--- src/rtl/systolic_feed_ctrl.sv ---
// Sequencer for a west/north dual-bank systolic input buffer: load via DMA, then lock-step feed, drain, done.
// Latency: one DMA word written per cycle in LOAD; read data valid one cycle after each read; done DRAIN_CYCLES after last read.
// Backpressure: dma_ready held only in LOAD; reads stall (address holds) whenever tile_ready or either bank valid is low.
module systolic_feed_ctrl #(
    parameter int ADDR_WIDTH     = 5,
    parameter int BRAM_INDEX     = 1,
    parameter int DMA_DATA_WIDTH = 32,
    parameter int DRAIN_CYCLES   = 16
) (
    input  logic                             clk,
    input  logic                             rst,
    input  logic                             start,
    input  logic [ADDR_WIDTH:0]              num_words,
    output logic                             busy,
    output logic                             done,
    input  logic                             dma_valid,
    output logic                             dma_ready,
    input  logic [DMA_DATA_WIDTH-1:0]        dma_data,
    output logic                             buf_in_valid,
    output logic [BRAM_INDEX+ADDR_WIDTH-1:0] buf_in_addr,
    output logic [DMA_DATA_WIDTH-1:0]        buf_in_data,
    input  logic                             buf_out1_valid,
    input  logic                             buf_out2_valid,
    output logic                             buf_out1_ready,
    output logic                             buf_out2_ready,
    output logic [4:0]                       buf_out1_addr,
    output logic [4:0]                       buf_out2_addr,
    input  logic                             tile_ready,
    output logic                             tile_valid,
    output logic                             tile_last
);

    // Counters carry two extra bits so 2n (up to twice the bank depth) never wraps.
    localparam int CW = ADDR_WIDTH + 2;
    localparam int DW = $clog2(DRAIN_CYCLES + 1);
    localparam logic [CW-1:0] DEPTH = CW'(2 ** ADDR_WIDTH);

    typedef enum logic [2:0] {
        S_IDLE,
        S_LOAD,
        S_FEED,
        S_DRAIN,
        S_DONE
    } state_t;

    state_t          state;
    logic [CW-1:0]   n;
    logic [CW-1:0]   wr_cnt;
    logic [CW-1:0]   rd_cnt;
    logic [DW-1:0]   drain_cnt;

    logic                  wr_fire;
    logic                  rd_fire;
    logic                  wr_west;
    logic [CW-1:0]         num_ext;
    logic [CW-1:0]         n_clamp;
    logic [CW-1:0]         n2;
    logic [BRAM_INDEX-1:0] wr_bank;
    logic [ADDR_WIDTH-1:0] wr_idx;
    logic [4:0]            rd_addr;

    assign wr_fire = dma_valid & dma_ready;
    assign rd_fire = (state == S_FEED) & tile_ready & buf_out1_valid & buf_out2_valid;
    assign num_ext = CW'(num_words);
    assign n_clamp = (num_ext > DEPTH) ? DEPTH : num_ext;
    assign n2      = n << 1;

    // First n words land in the west bank, the next n in the north bank.
    assign wr_west = (wr_cnt < n);
    assign wr_bank = wr_west ? '0 : BRAM_INDEX'(1);
    assign wr_idx  = ADDR_WIDTH'(wr_west ? wr_cnt : (wr_cnt - n));

    assign buf_in_valid = wr_fire;
    assign buf_in_addr  = wr_fire ? {wr_bank, wr_idx} : '0;
    assign buf_in_data  = wr_fire ? dma_data : '0;

    // Both banks are always read together at the same address.
    assign rd_addr        = 5'(rd_cnt);
    assign buf_out1_ready = rd_fire;
    assign buf_out2_ready = rd_fire;
    assign buf_out1_addr  = (state == S_FEED) ? rd_addr : 5'd0;
    assign buf_out2_addr  = (state == S_FEED) ? rd_addr : 5'd0;

    // Job sequencer: state, counters and all registered outputs.
    always_ff @(posedge clk) begin
        if (!rst) begin
            state      <= S_IDLE;
            n          <= '0;
            wr_cnt     <= '0;
            rd_cnt     <= '0;
            drain_cnt  <= '0;
            busy       <= 1'b0;
            done       <= 1'b0;
            dma_ready  <= 1'b0;
            tile_valid <= 1'b0;
            tile_last  <= 1'b0;
        end else begin
            // Read data from the banks appears one cycle after the read strobe.
            tile_valid <= rd_fire;
            tile_last  <= rd_fire && (rd_cnt == n - CW'(1));

            case (state)
                S_IDLE: begin
                    done <= 1'b0;
                    if (start) begin
                        n      <= n_clamp;
                        wr_cnt <= '0;
                        rd_cnt <= '0;
                        busy   <= 1'b1;
                        if (n_clamp == '0) begin
                            state <= S_DONE;
                            done  <= 1'b1;
                        end else begin
                            state     <= S_LOAD;
                            dma_ready <= 1'b1;
                        end
                    end
                end
                S_LOAD: begin
                    if (wr_fire) begin
                        wr_cnt <= wr_cnt + CW'(1);
                        if (wr_cnt == n2 - CW'(1)) begin
                            dma_ready <= 1'b0;
                            state     <= S_FEED;
                        end
                    end
                end
                S_FEED: begin
                    if (rd_fire) begin
                        rd_cnt <= rd_cnt + CW'(1);
                        if (rd_cnt == n - CW'(1)) begin
                            drain_cnt <= '0;
                            state     <= S_DRAIN;
                        end
                    end
                end
                S_DRAIN: begin
                    if (drain_cnt == DW'(DRAIN_CYCLES - 1)) begin
                        state <= S_DONE;
                        done  <= 1'b1;
                    end else begin
                        drain_cnt <= drain_cnt + DW'(1);
                    end
                end
                S_DONE: begin
                    done  <= 1'b0;
                    busy  <= 1'b0;
                    state <= S_IDLE;
                end
                default: begin
                    state <= S_IDLE;
                end
            endcase
        end
    end

endmodule

--- config.mk ---
export PLATFORM = sky130hd
export DESIGN_NAME = systolic_feed_ctrl
export DESIGN_NICKNAME = d
export VERILOG_FILES = /design/src/rtl/systolic_feed_ctrl.sv
export SDC_FILE = /design/constraint.sdc
export NUM_CORES = 1
export LEC_CHECK = 0
export ABC_AREA = 1
export CAP_MARGIN = 20
export CELL_PAD_IN_SITES_DETAIL_PLACEMENT = 0
export CELL_PAD_IN_SITES_GLOBAL_PLACEMENT = 1
export CORE_MARGIN = 2
export CORE_UTILIZATION = 31
export CTS_CLUSTER_DIAMETER = 30
export DETAILED_ROUTE_END_ITERATION = 7
export GPL_TIMING_DRIVEN = 0
export MAX_ROUTING_LAYER = met4
export PLACE_DENSITY = 0.83
export SYNTH_ARGS = -nofsm -noshare
export SYNTH_HDL_FRONTEND = slang
export SYNTH_SLANG_ARGS = --single-unit
export TNS_END_PERCENT = 100
--- constraint.sdc ---
create_clock -name clk -period 5.07 [get_ports clk]
set_input_delay 0.507 -clock clk [delete_from_list [all_inputs] [get_ports clk]]
set_output_delay 0.507 -clock clk [all_outputs]
set_load 0.02 [all_outputs]
==> results.cfg <==
[worst_setup_path]
crit_family = buffers and inverters
cp_max_fo = 7
r2r_start = n[0]
slowest_delay_ps = 660
crit_slowest_cell = clkdlybuf4s50_1
crit_top_cell = inv_1
cp.required_ps = 4560
startpoint = n[4]
arrival_ps = 2750
endpoint_kind = output pin
start_kind = register
worstSetupPathType = register to output pin
crit_buf_inv = 4
crit_path_cell_trace = inv_1 > ha_1 > inv_1 > o21bai_1 > a211oi_1 > nand2_1 > inv_1 > a21oi_1 > a211oi_1 > clkdlybuf4s50_1

[layout]
syn_to_final_growth_pct = 49.3
n_antenna_cell = 0
drive_above_1_share = 0.0853
nets = 572
utilization = 0.483
stdcell_count = 618

[synthesis]
synth_top_area_share = 0.262
synth-seq-area-share = 0.262
syn_area_sq_um = 2520
ys_warn_count = 0
ys_ff_latch = 33
synth_top_area_cell = dfxtp_1
synthCells = 408
avgSynthCellArea_sq_um = 6.19
yosys-top-cells-area = dfxtp_1 26%, nor2_1 12%, inv_1 10%
synth.distinct_cells = 36
synth_fp_nets = 465

[detailed_routing]
drc = 0
wl_per_cell_um = 11.7
wirelength_um = 7230
ant_nets = 0
dr.pass1.iters = 4
vias = 2810
vias_per_cell = 4.55
drt-initial-drc-count = 96

[hold_path]
min_from = busy
holdCritPathClass = register to register

[cts]
cts_root_buffer = clkbuf_8
cts_tree = built
clkSinkCount = 33
cts_made_buffers = 5
cts_hold_repair.buffers = 0
cts_setup_buffers = 0
insertion_delay_ps = 280
postCtsResizedCells = 0
clk_pin_slew_ps = 70
cts_buffer_depth = 2
cts_max_level = 2

[grt]
grt_use_total = 0.171
grt_pass1_vias = 2605
antenna_found_initial = 0
grt_max_degree = 11
grt_pass1_wl_um = 11900
overflow = 0

[die]
die_y_um = 94.3
initial_utilization = 0.323
coreArea_sq_um = 7810
boundaryPins = 101
dieArea_sq_um = 8880
die_w_um = 94.3
placementRows = 32

[run]
max_cap_viol_count = 0

[placement]
io_buffers = 100
finalWeightedCongestion = 0.942
place_hpwl_um = 5900
dp.cells = 610

[power]
ir_worst_vdd_mv = 0.133
total_leakage_power_uw = 0.00167
cellPowerDensity_nw_per_um2 = 321

[sta]
rsz0062_at_grt = false
finalSetupViolations = 0
slew_viol_final = 0
hold_viol_final = 0
max_freq_mhz = 307
worst_pin_slew_ps = 741
fin_tns_setup_ps = 0
period_needed_ps = 3260
finClkSkew_ps = 3.79
fin_crit_sh = 0.643
slew_headroom = 0.502

[status]
status = finished, final reports clean
[state kept, by name, indices dropped and copies added (netlist names)]
signal	flops
state	3
rd_cnt	7
drain_cnt	5
tile_valid	1
dma_ready	1
wr_cnt	7
busy	1
n	6
tile_last	1
done	1
[cells in the final DEF, fill, tap and decap left out, types with 2 or more instances in the layout]
| cell type | instances |
|---|---|
| a211oi_1 | 7 |
| a21oi_1 | 23 |
| buf_4 | 6 |
| clkbuf_1 | 6 |
| clkbuf_8 | 6 |
| clkdlybuf4s50_1 | 100 |
| dfxtp_1 | 33 |
| ha_1 | 11 |
| inv_1 | 70 |
| inv_2 | 8 |
| nand2_1 | 61 |
| nand2_2 | 6 |
| nand2_4 | 2 |
| nand3_1 | 41 |
| nand4_1 | 4 |
| nor2_1 | 79 |
| nor2_2 | 3 |
| nor2_4 | 3 |
| nor3_1 | 9 |
| nor3_2 | 2 |
| nor3b_1 | 2 |
| o211ai_1 | 2 |
| o21ai_0 | 11 |
| xnor2_1 | 2 |
| xor2_1 | 5 |
[synth_stat cells, drive strengths merged]
cell / n
and3: 1
nor2: 86
dfxtp: 33
nand2: 69
buf: 7
ha: 11
a211oi: 7
nor4: 1
xor2: 5
nor3: 11
inv: 79
nand3b: 1
o211ai: 2
clkbuf: 5
o21bai: 1
a21oi: 24
or2: 2
nor3b: 3
o21ai: 11
nand4: 4
nand3: 42
fa: 1
xnor2: 2
[through the flow]
stage,worst slack (ps),hold WS (ps),area [sq um],power (uW)
floorplan,2660,439,2520,746
detailed placement,2120,464,3650,953
CTS,1800,476,3770,1220
finish,1810,473,3770,1210
global route,1540,506,3770,1310
global placement,2170,452,3650,945
[where the power goes]
| part | internal (uW) | leakage [uW] | switching (uW) |
|---|---|---|---|
| combinational | 243 | 0.00134 | 376 |
| sequential | 292 | 0.000268 | 34.7 |
| clock | 160 | 0.0000585 | 103 |
| total | 696 | 0.00167 | 514 |
[cells by family (layout without fill, tap and decap cells)]
group | count (synthesis) | after routing | synth area share
compound gates | 45 | 45 | 0.101
flops | 33 | 33 | 0.262
xor+xnor | 7 | 7 | 0.0243
buf+inv | 91 | 199 | 0.146
fa+ha+maj | 12 | 12 | 0.0624
simple gates | 220 | 220 | 0.405
[metal layers]
layer	track usage	up-vias	part of all wire
met5	-	-	0
met4	0.0483	0	0.0097
met3	0.0297	6	0.072
met2	0.277	103	0.44
met1	0.221	1206	0.47
li1	-	1495	-
[worst paths after layout]
kind               endpoint  slack [ps]  depth (start not counted)
min                    busy         470                          2
max reg2reg        state[0]        3010                         15
max          buf_in_addr[2]        1810                         10
min reg2reg            busy         470                          2
[worst register-to-register path, stage by stage, from the launching register on]
cell and delay [ps]:
dfxtp_1 450, inv_2 120, ha_1 280, inv_1 70, nand2_1 60, nand2_1 120, nand2_1 60, nand2_1 60
nand2_1 50, nor2_1 130, nand3_1 130, nand2_1 80, nand2_1 60, nor2_1 180, nor2_1 60, nor2_1 90
[area by class of cell]
class	count	area (sq um)
flip-flops and latches	33	661
well taps	102	128
clock buffers	7	86.3
inverters	79	299
clock inverters	1	30.0
repair buffers	100	1000
fillers	814	4040
multi-input cells	284	1500
plain buffers	12	68.8
Note: power is estimated with default switching activity, not from simulation.
